### config.mk
export PLATFORM = sky130hd
export DESIGN_NAME = regfile_sb
export DESIGN_NICKNAME = d
export VERILOG_FILES = /design/src/rtl/rf_pkg.sv /design/src/rtl/rf_scoreboard.sv /design/src/rtl/regfile_sb.sv
export SDC_FILE = /design/constraint.sdc
export NUM_CORES = 1
export LEC_CHECK = 0
export BUFFER_PORTS_ARGS = -buffer_cell sky130_fd_sc_hd__buf_4
export CORE_MARGIN = 5
export CORE_UTILIZATION = 55
export DETAILED_ROUTE_END_ITERATION = 7
export PLACE_DENSITY_LB_ADDON = 0.05
export RECOVER_POWER = 50
export SKIP_LAST_GASP = 1
export SLEW_MARGIN = 20
export SYNTH_ARGS = -nofsm -noshare
export SYNTH_HDL_FRONTEND = slang
export SYNTH_SLANG_ARGS = --single-unit
### constraint.sdc
create_clock -name clk -period 6.6 [get_ports clk]
set_input_delay 0.66 -clock clk [delete_from_list [all_inputs] [get_ports clk]]
set_output_delay 0.66 -clock clk [all_outputs]
set_load 0.05 [all_outputs]
### src/rtl/rf_pkg.sv
// Shared types and helpers for the integer register file slice.
package rf_pkg;

  typedef enum logic {RF_INIT, RF_RUN} rfState_e;

  localparam int XLEN_DEF  = 32;
  localparam int NREGS_DEF = 32;

  function automatic int rf_aw(input int n);
    return $clog2(n);
  endfunction

endpackage

### src/rtl/rf_scoreboard.sv
// Per-register busy bits with flush/set/clear priority and per-port hazard view.
module rf_scoreboard
  import rf_pkg::*;
#(
  parameter int NREGS = NREGS_DEF,
  parameter int NRD   = 2,
  parameter int AW    = rf_aw(NREGS)
) (
  input  logic            clk,
  input  logic            rst,
  input  logic            run,
  input  logic [NRD*AW-1:0] rd_addr,
  output logic [NRD-1:0]  rd_busy,
  input  logic            wr_en,
  input  logic [AW-1:0]   wr_addr,
  input  logic            iss_en,
  input  logic [AW-1:0]   iss_addr,
  input  logic            flush
);

  logic [NREGS-1:0] busy;
  logic             wrHit;
  logic             issHit;

  // Operations only count once the sweep is done; address 0 never tracks a producer.
  assign wrHit  = run & wr_en  & (wr_addr  != '0);
  assign issHit = run & iss_en & (iss_addr != '0);

  // Flush beats everything; set is applied after clear so a same-address issue wins.
  always_ff @(posedge clk or posedge rst) begin
    if (rst) begin
      busy <= '0;
    end else if (run) begin
      if (flush) begin
        busy <= '0;
      end else begin
        if (wrHit)  busy[wr_addr]  <= 1'b0;
        if (issHit) busy[iss_addr] <= 1'b1;
      end
    end
  end

  // A writeback landing this cycle satisfies the reader via the bypass.
  for (genvar k = 0; k < NRD; k++) begin : gPort
    logic [AW-1:0] a;
    assign a          = rd_addr[k*AW +: AW];
    assign rd_busy[k] = busy[a] & ~(wrHit & (wr_addr == a));
  end

endmodule

### src/rtl/regfile_sb.sv
// Integer register file: NRD combinational reads with write bypass, one write
// port, RAM-friendly storage cleared by a post-reset sweep, busy scoreboard.
module regfile_sb
  import rf_pkg::*;
#(
  parameter int XLEN  = XLEN_DEF,
  parameter int NREGS = NREGS_DEF,
  parameter int NRD   = 2,
  localparam int AW   = rf_aw(NREGS)
) (
  input  logic                 clk,
  input  logic                 rst,
  output logic                 ready,
  input  logic [NRD*AW-1:0]    rd_addr,
  output logic [NRD*XLEN-1:0]  rd_data,
  output logic [NRD-1:0]       rd_busy,
  input  logic                 wr_en,
  input  logic [AW-1:0]        wr_addr,
  input  logic [XLEN-1:0]      wr_data,
  input  logic                 iss_en,
  input  logic [AW-1:0]        iss_addr,
  input  logic                 flush
);

  localparam logic [AW-1:0] LAST = AW'(NREGS - 1);

  rfState_e        state;
  logic [AW-1:0]   cnt;
  logic            run;
  logic            wrHit;
  logic [XLEN-1:0] mem [NREGS];

  assign run   = (state == RF_RUN);
  assign ready = run;
  assign wrHit = run & wr_en & (wr_addr != '0);

  // Sweep FSM: walk every entry once after reset, then park in RUN.
  always_ff @(posedge clk or posedge rst) begin
    if (rst) begin
      state <= RF_INIT;
      cnt   <= '0;
    end else begin
      case (state)
        RF_INIT: begin
          cnt <= cnt + 1'b1;
          if (cnt == LAST) state <= RF_RUN;
        end
        default: state <= RF_RUN;
      endcase
    end
  end

  // Storage has no reset so it maps onto RAM; the sweep supplies the clear.
  always_ff @(posedge clk) begin
    if (!run)       mem[cnt]     <= '0;
    else if (wrHit) mem[wr_addr] <= wr_data;
  end

  // Reads: zero while sweeping or for x0, bypass a same-cycle writeback.
  for (genvar k = 0; k < NRD; k++) begin : gRd
    logic [AW-1:0] a;
    assign a = rd_addr[k*AW +: AW];
    assign rd_data[k*XLEN +: XLEN] =
      (!run || a == '0)          ? '0 :
      (wrHit && wr_addr == a)    ? wr_data :
                                   mem[a];
  end

  rf_scoreboard #(
    .NREGS (NREGS),
    .NRD   (NRD),
    .AW    (AW)
  ) uSb (
    .clk      (clk),
    .rst      (rst),
    .run      (run),
    .rd_addr  (rd_addr),
    .rd_busy  (rd_busy),
    .wr_en    (wr_en),
    .wr_addr  (wr_addr),
    .iss_en   (iss_en),
    .iss_addr (iss_addr),
    .flush    (flush)
  );

endmodule

# ---- After elaboration in Yosys (flattened, before gate mapping)
# Memories as Yosys holds them, arrays and structs flattened.
# Cells that the tools add are included.
dict set report word_totals {
  ff_bits 38
  latch_bits 0
  ramBits 1024
  mem_bits_ro 0
  in_bits 57
  out_inout_bits 67
  elab_cells 65
  memories 1
}
# name depth word_bits rd rd_clocked_by_memory_dff write_ports line_no
set mem_list {}
lappend mem_list {mem 32 32 2 0 1 regfile_sb.sv:31} ;# logic [XLEN-1:0] mem [NREGS];
dict set report classes {
  add_sub_neg 1
  n_mul 0
  div_mod_pow 0
  magnitude_cmp 6
  eq_ne 3
  shifts 0
  muxes 26
  bitwise 13
  reduce_logical 12
}
# operator count
set op_table {}
lappend op_table {{$mux W32} 10}
lappend op_table {{$and A32 B32 Y32} 1}
lappend op_table {{$not A32 Y32} 1}
lappend op_table {{$or A32 B32 Y32} 1}
lappend op_table {{$reduce_or A32 Y1} 1}
lappend op_table {{$lt A5 B6 Y1 const B} 4}
lappend op_table {{$mux W1} 11}
lappend op_table {{$bmux W1 S5} 2}
lappend op_table {{$demux W1 S5} 2}
lappend op_table {{$eq A5 B5 Y1} 2}
lappend op_table {{$ge A5 B1 Y1 const B} 2}
lappend op_table {{$logic_not A5 Y1} 2}
lappend op_table {{$reduce_bool A5 Y1} 2}
lappend op_table {{$and A1 B1 Y1} 8}
lappend op_table {{$add A5 B1 Y5 const B} 1}
lappend op_table {{$eq A5 B5 Y1 const B} 1}
lappend op_table {{$mux W5} 1}
lappend op_table {{$logic_and A1 B1 Y1} 4}
lappend op_table {{$logic_or A1 B1 Y1} 2}
lappend op_table {{$not A1 Y1} 2}
lappend op_table {{$logic_not A1 Y1} 1}

# ---- Depth between registers and ports, before layout
dict set report depth {
  word_depth 12
  mapped_depth 10
  ltp_nobuf 6
}

# ---- Modules after synthesis
# Synthesis repeated with hierarchy kept, for this count alone.
dict set report unflattened {
  cells_unflattened 3053
  area_unflattened_um2 50795.0
}
# mod n_inst cells_each area_per_inst_um2 seq_area_each_um2
set modules_own_cells {}
lappend modules_own_cells {regfile_sb 1 2815 48549.1 30899.6}
lappend modules_own_cells {rf_scoreboard 1 238 2245.9 800.8}

# ---- Worst setup path before layout
# No wires, ideal clock.
dict set report synth_path {
  kind {register to output}
  from {register state (netlist: ready)}
  to {output rd_data[30]}
  arrival_time_ns 4.246
  required_time_ns 5.940
  setup_slack_ns 1.694
  stages_incl_launch_ff 8
  path_buffers 2
  path_cell_list {dfrtp_1 > buf_2 > and2_1 > buf_2 > o21ai_4 > nor3_2 > a211oi_1 > a2111oi_0}
}
dict set report synth_between {
  elab_chain_cells 5
  elab_cells_between_ends 7
  cone_classes {mux (2); bitwise (2); reduce/logical (3)}
}
# element line_no
set synth_lines {}
lappend synth_lines {{start: declaration} regfile_sb.sv:27} ;# rfState_e state;
lappend synth_lines {{start signal: assignment} regfile_sb.sv:40} ;# state <= RF_INIT;
lappend synth_lines {{start signal: assignment} regfile_sb.sv:46} ;# if (cnt == LAST) state <= RF_RUN;
lappend synth_lines {{start signal: assignment} regfile_sb.sv:48} ;# default: state <= RF_RUN;
lappend synth_lines {{$and A1 B1 Y1 (2 in series)} regfile_sb.sv:35} ;# assign wrHit = run & wr_en & (wr_addr != '0);
lappend synth_lines {{$logic_and A1 B1 Y1} regfile_sb.sv:65} ;# (wrHit && wr_addr == a) ? wr_data :
lappend synth_lines {{$mux W32} regfile_sb.sv:65}
lappend synth_lines {{$mux W32 *} regfile_sb.sv:64} ;# (!run || a == '0) ? '0 :
lappend synth_lines {{end: declaration} regfile_sb.sv:15} ;# output logic [NRD*XLEN-1:0] rd_data,
# Mark *: on every way between the ends. The rest lies on a longest branch, timed or not.

# ---- Worst setup path in the final report
dict set report layout_path {
  from {register state (netlist: ready)}
  to {memory mem[12][9] (netlist bit) (enable)}
}
dict set report layout_between {
  elab_chain_cells 7
  elab_cells_between_ends 9
  cone_classes {mux (6); bitwise (2); reduce/logical (1)}
}
# element line_no
set layout_lines {}
lappend layout_lines {{$and A1 B1 Y1 (2 in series)} regfile_sb.sv:35}
lappend layout_lines {{$mux W1} regfile_sb.sv:56} ;# else if (wrHit) mem[wr_addr] <= wr_data;
lappend layout_lines {{$mux W1} regfile_sb.sv:55} ;# if (!run) mem[cnt] <= '0;
lappend layout_lines {{$mux W1 (implied by the code)} regfile_sb.sv:56}
lappend layout_lines {{$reduce_or A32 Y1 (no source line)} --}
lappend layout_lines {{$mux W5 (no source line) / $mux W1 (equally long branches)} --}
lappend layout_lines {{end: declaration} regfile_sb.sv:31}
# Parallel ways exist; a longest one is shown, timed or not.

==> qor.csv <==
metric;value;unit
fin crit period;6140;ps
Synth top area share;60.02;%
hold path startpoint;iss_addr[3];
Die ar.;0.09935;sq mm
Hold EP;uSb.busy[28]$_DFFE_PP0P_;
Initial Util;55.14;%
RSZ-0062 raised after global routing;no;
met1 Use GR;42.31;%
Top delay family on crit path;buffers and inverters;
Cell Pwr Density;262.9;mW/mm^2
Layout Skew;28.03;ps
failing checks;max-capacitance violations, max-slew violations;
setup ws final;459.7;ps
drt pass-1 iters;6;
area leader, netlist;edfxtp_1;
Final period util;93.03;%
hold_buf cts;0;
wire length per cell;35.38;um
slowest cell on the critical path;clkbuf_1;
Die Ht;315.2;um
Synth Warn #;0;
CTS root buf;clkbuf_16;
number of H-tree levels;3;
Layout Nets;2980;
crit-path max cell delay;1440;ps
# rows;112;
Crit Path Max Fanout;23;
final setup TNS;0;ps
postcts setup bufs;0;
Max Freq;0.1629;GHz
CORE AREA;0.09291;sq mm
final RePlAce weighted congestion;0.8177;
reg2reg setup slack;460;ps
Final Hold Fails;0;
Area Overhead vs Synth;10.94;%
R2R depth;6;
share of cells above drive strength 1;30.06;%
via total after detailed routing;29990;
Clock Tree Buf Depth;3;
share of flip-flops with an asynchronous set or reset;3.578;%
Slew Viols, Final;843;
Die W;315.2;um
CP arrival;6490;ps
Tot Pwr;14940;uW
largest net degree at the start of global routing;133;
max cap viols;36;
syn nets;2904;
Slew headroom;-151.9;%
DP HPWL;84.21;mm
latest clock arrival within the worst-skew pair;700;ps
status;finished, violations left;
initial DRC count;3511;
CP startpoint kind;register;
Cell variety after synth;53;
GR Overflow Total;0;
Avg Cell Area, Syn;18.01;sq um
hold_ws;370.5;ps
CTS sink count;1062;
Leak;0.01986;uW
vias in the first global route;30760;
Reg clk slew, reported paths;60;ps
pre-CTS WS;1515;ps
met2 usage;50.69;%
mapped cell area;0.05123;sq mm
cell count after synthesis;2845;
WL final;151.0;mm
M3 GR Usage;4.884;%
drt drc;0;
first-pass GRT wire length;217.6;mm
cells along the critical path;nand2_1 > a21oi_4 > clkbuf_1 > a21oi_1 > nor2_4 > buf_4;
Critical Path RT;6950;ps
total CTS buffers;112;
Setup CP Type;reg2reg;
CTS tree;done;
GRT busiest layer;met2;
total track usage;30.57;%
antenna violations before repair;11;
top area cells in the synthesized netlist;edfxtp_1 60%, mux4_2 23%, mux2i_1 2.5%;
Post-synth EDFFs;1024;
Most used DFF post-synth;edfxtp_1;
sequential share of the synthesized area;61.88;%
Post-CTS Resized;0;
Seq cells post-synth;1062;
Buf+Inv Stages, Crit Path;2;
hold crit path type;in2reg;
Ports;124;
CP endpoint kind;register;
post-detailed-route via-to-cell ratio;7.025;
reg2reg start;ready$_DFF_PP0_;
Post-DRT Antenna Nets;0;
hold path depth;3;
worst r2r dst;mem[12][9]$_DFFE_PP_;
Slew @ Worst Pin;3778;ps
Final Setup Violations;0;
worst IR drop on VDD;208.0;uV
I/O Buffers;123;
layout make-up:
class	count	area, sq um
sequential	1062	31700
multi-input combinational	1534	18430
clock buffer	140	2972
fill	6774	36070
clock inverter	64	540.5
inverter	11	43.79
tap	1254	1569
antenna	4	10.01
timing repair buffer	200	1573
worst max-delay path by stage:
stage,cells past startpoint,start,end,slack [ps]
final,6,ready$_DFF_PP0_,mem[12][9]$_DFFE_PP_,460
after global routing,6,ready$_DFF_PP0_,mem[12][19]$_DFFE_PP_,430
after CTS,8,ready$_DFF_PP0_,rd_data[46],790
after detailed placement,8,ready$_DFF_PP0_,rd_data[46],1520
after global placement,8,ready$_DFF_PP0_,rd_data[46],1610
after floorplan,7,ready$_DFF_PP0_,rd_data[30],1690
flip-flops by register name, summed over array words and instances, names as in the netlist:
name and flops:
cnt 5, mem 1024, ready 1, uSb.busy 32
cells in the final DEF, fill, tap and decap left out, types with 6 or more instances in the layout:
master and instances:
clkbuf_1 37, clkinv_1 26, nor3_1 17, nand3_1 8, edfxtp_1 1024, nand2_1 140, bufinv_16 9, and2_0 15
xnor2_1 8, clkbuf_2 13, nor2_4 15, buf_4 158, nand3b_1 6, buf_12 8, clkbuf_16 115, nor2_1 37
nor2b_1 130, a21oi_1 157, a211oi_1 126, clkinv_2 24, inv_1 9, mux2i_1 130, o21ai_0 76, mux4_2 529
a22oi_1 63, and2_1 18, dfrtp_1 38
worst min-delay path, cell delays in order:
cell and delay (ps):
buf_4 150, nand3_1 110, o21ai_0 80
logic make-up after synthesis:
family	Yosys count	synth area share, %
DFF	1062	61.88
buffers and inverters	249	2.437
adders and majority gates	2	0.04884
muxes	663	25.88
AOI/OAI and AO/OA	444	5.395
xor gates and xnor gates	13	0.2222
and+or+nand+nor	412	4.137
synth_stat cells, types with 4 or more instances:
| cell type | instances |
|---|---|
| xor2_1 | 5 |
| o21ai_0 | 75 |
| a2111oi_0 | 4 |
| a31oi_1 | 5 |
| a211oi_1 | 126 |
| edfxtp_1 | 1024 |
| mux4_2 | 529 |
| xnor2_1 | 8 |
| buf_2 | 58 |
| a22oi_1 | 63 |
| nand2_1 | 140 |
| inv_1 | 10 |
| buf_1 | 8 |
| and2_1 | 33 |
| nor3_1 | 20 |
| dfrtp_1 | 38 |
| a21oi_1 | 158 |
| buf_6 | 20 |
| mux2_2 | 4 |
| buf_4 | 24 |
| and3_1 | 5 |
| mux2i_1 | 130 |
| nand3_1 | 8 |
| nor2b_1 | 130 |
| nor2_1 | 52 |
| clkbuf_1 | 127 |
| nand3b_1 | 6 |
power by group:
group / internal (uW) / total, uW / leakage (uW) / switching, uW
registers: 7420 / 7420 / 0.0112 / 4.34
clock network: 3520 / 6120 / 0.00173 / 2610
logic: 479 / 1400 / 0.00698 / 919
metal layers:
layer / wire, um / up-vias
li1: - / 12080
met1: 58040 / 15980
met2: 74810 / 1651
met3: 13130 / 283
met4: 5039 / 2
met5: 7 / -
through the flow:
stage	cells	area (sq um)	util [%]
5_1_grt	4268	56830	61.17
4_1_cts	4263	57020	61.37
6_report	4269	56830	61.17
3_3_place_gp	4059	53490	57.57
3_5_place_dp	4059	53500	57.59
2_1_floorplan	2845	51230	-
Note: power is estimated with default switching activity, not from simulation.
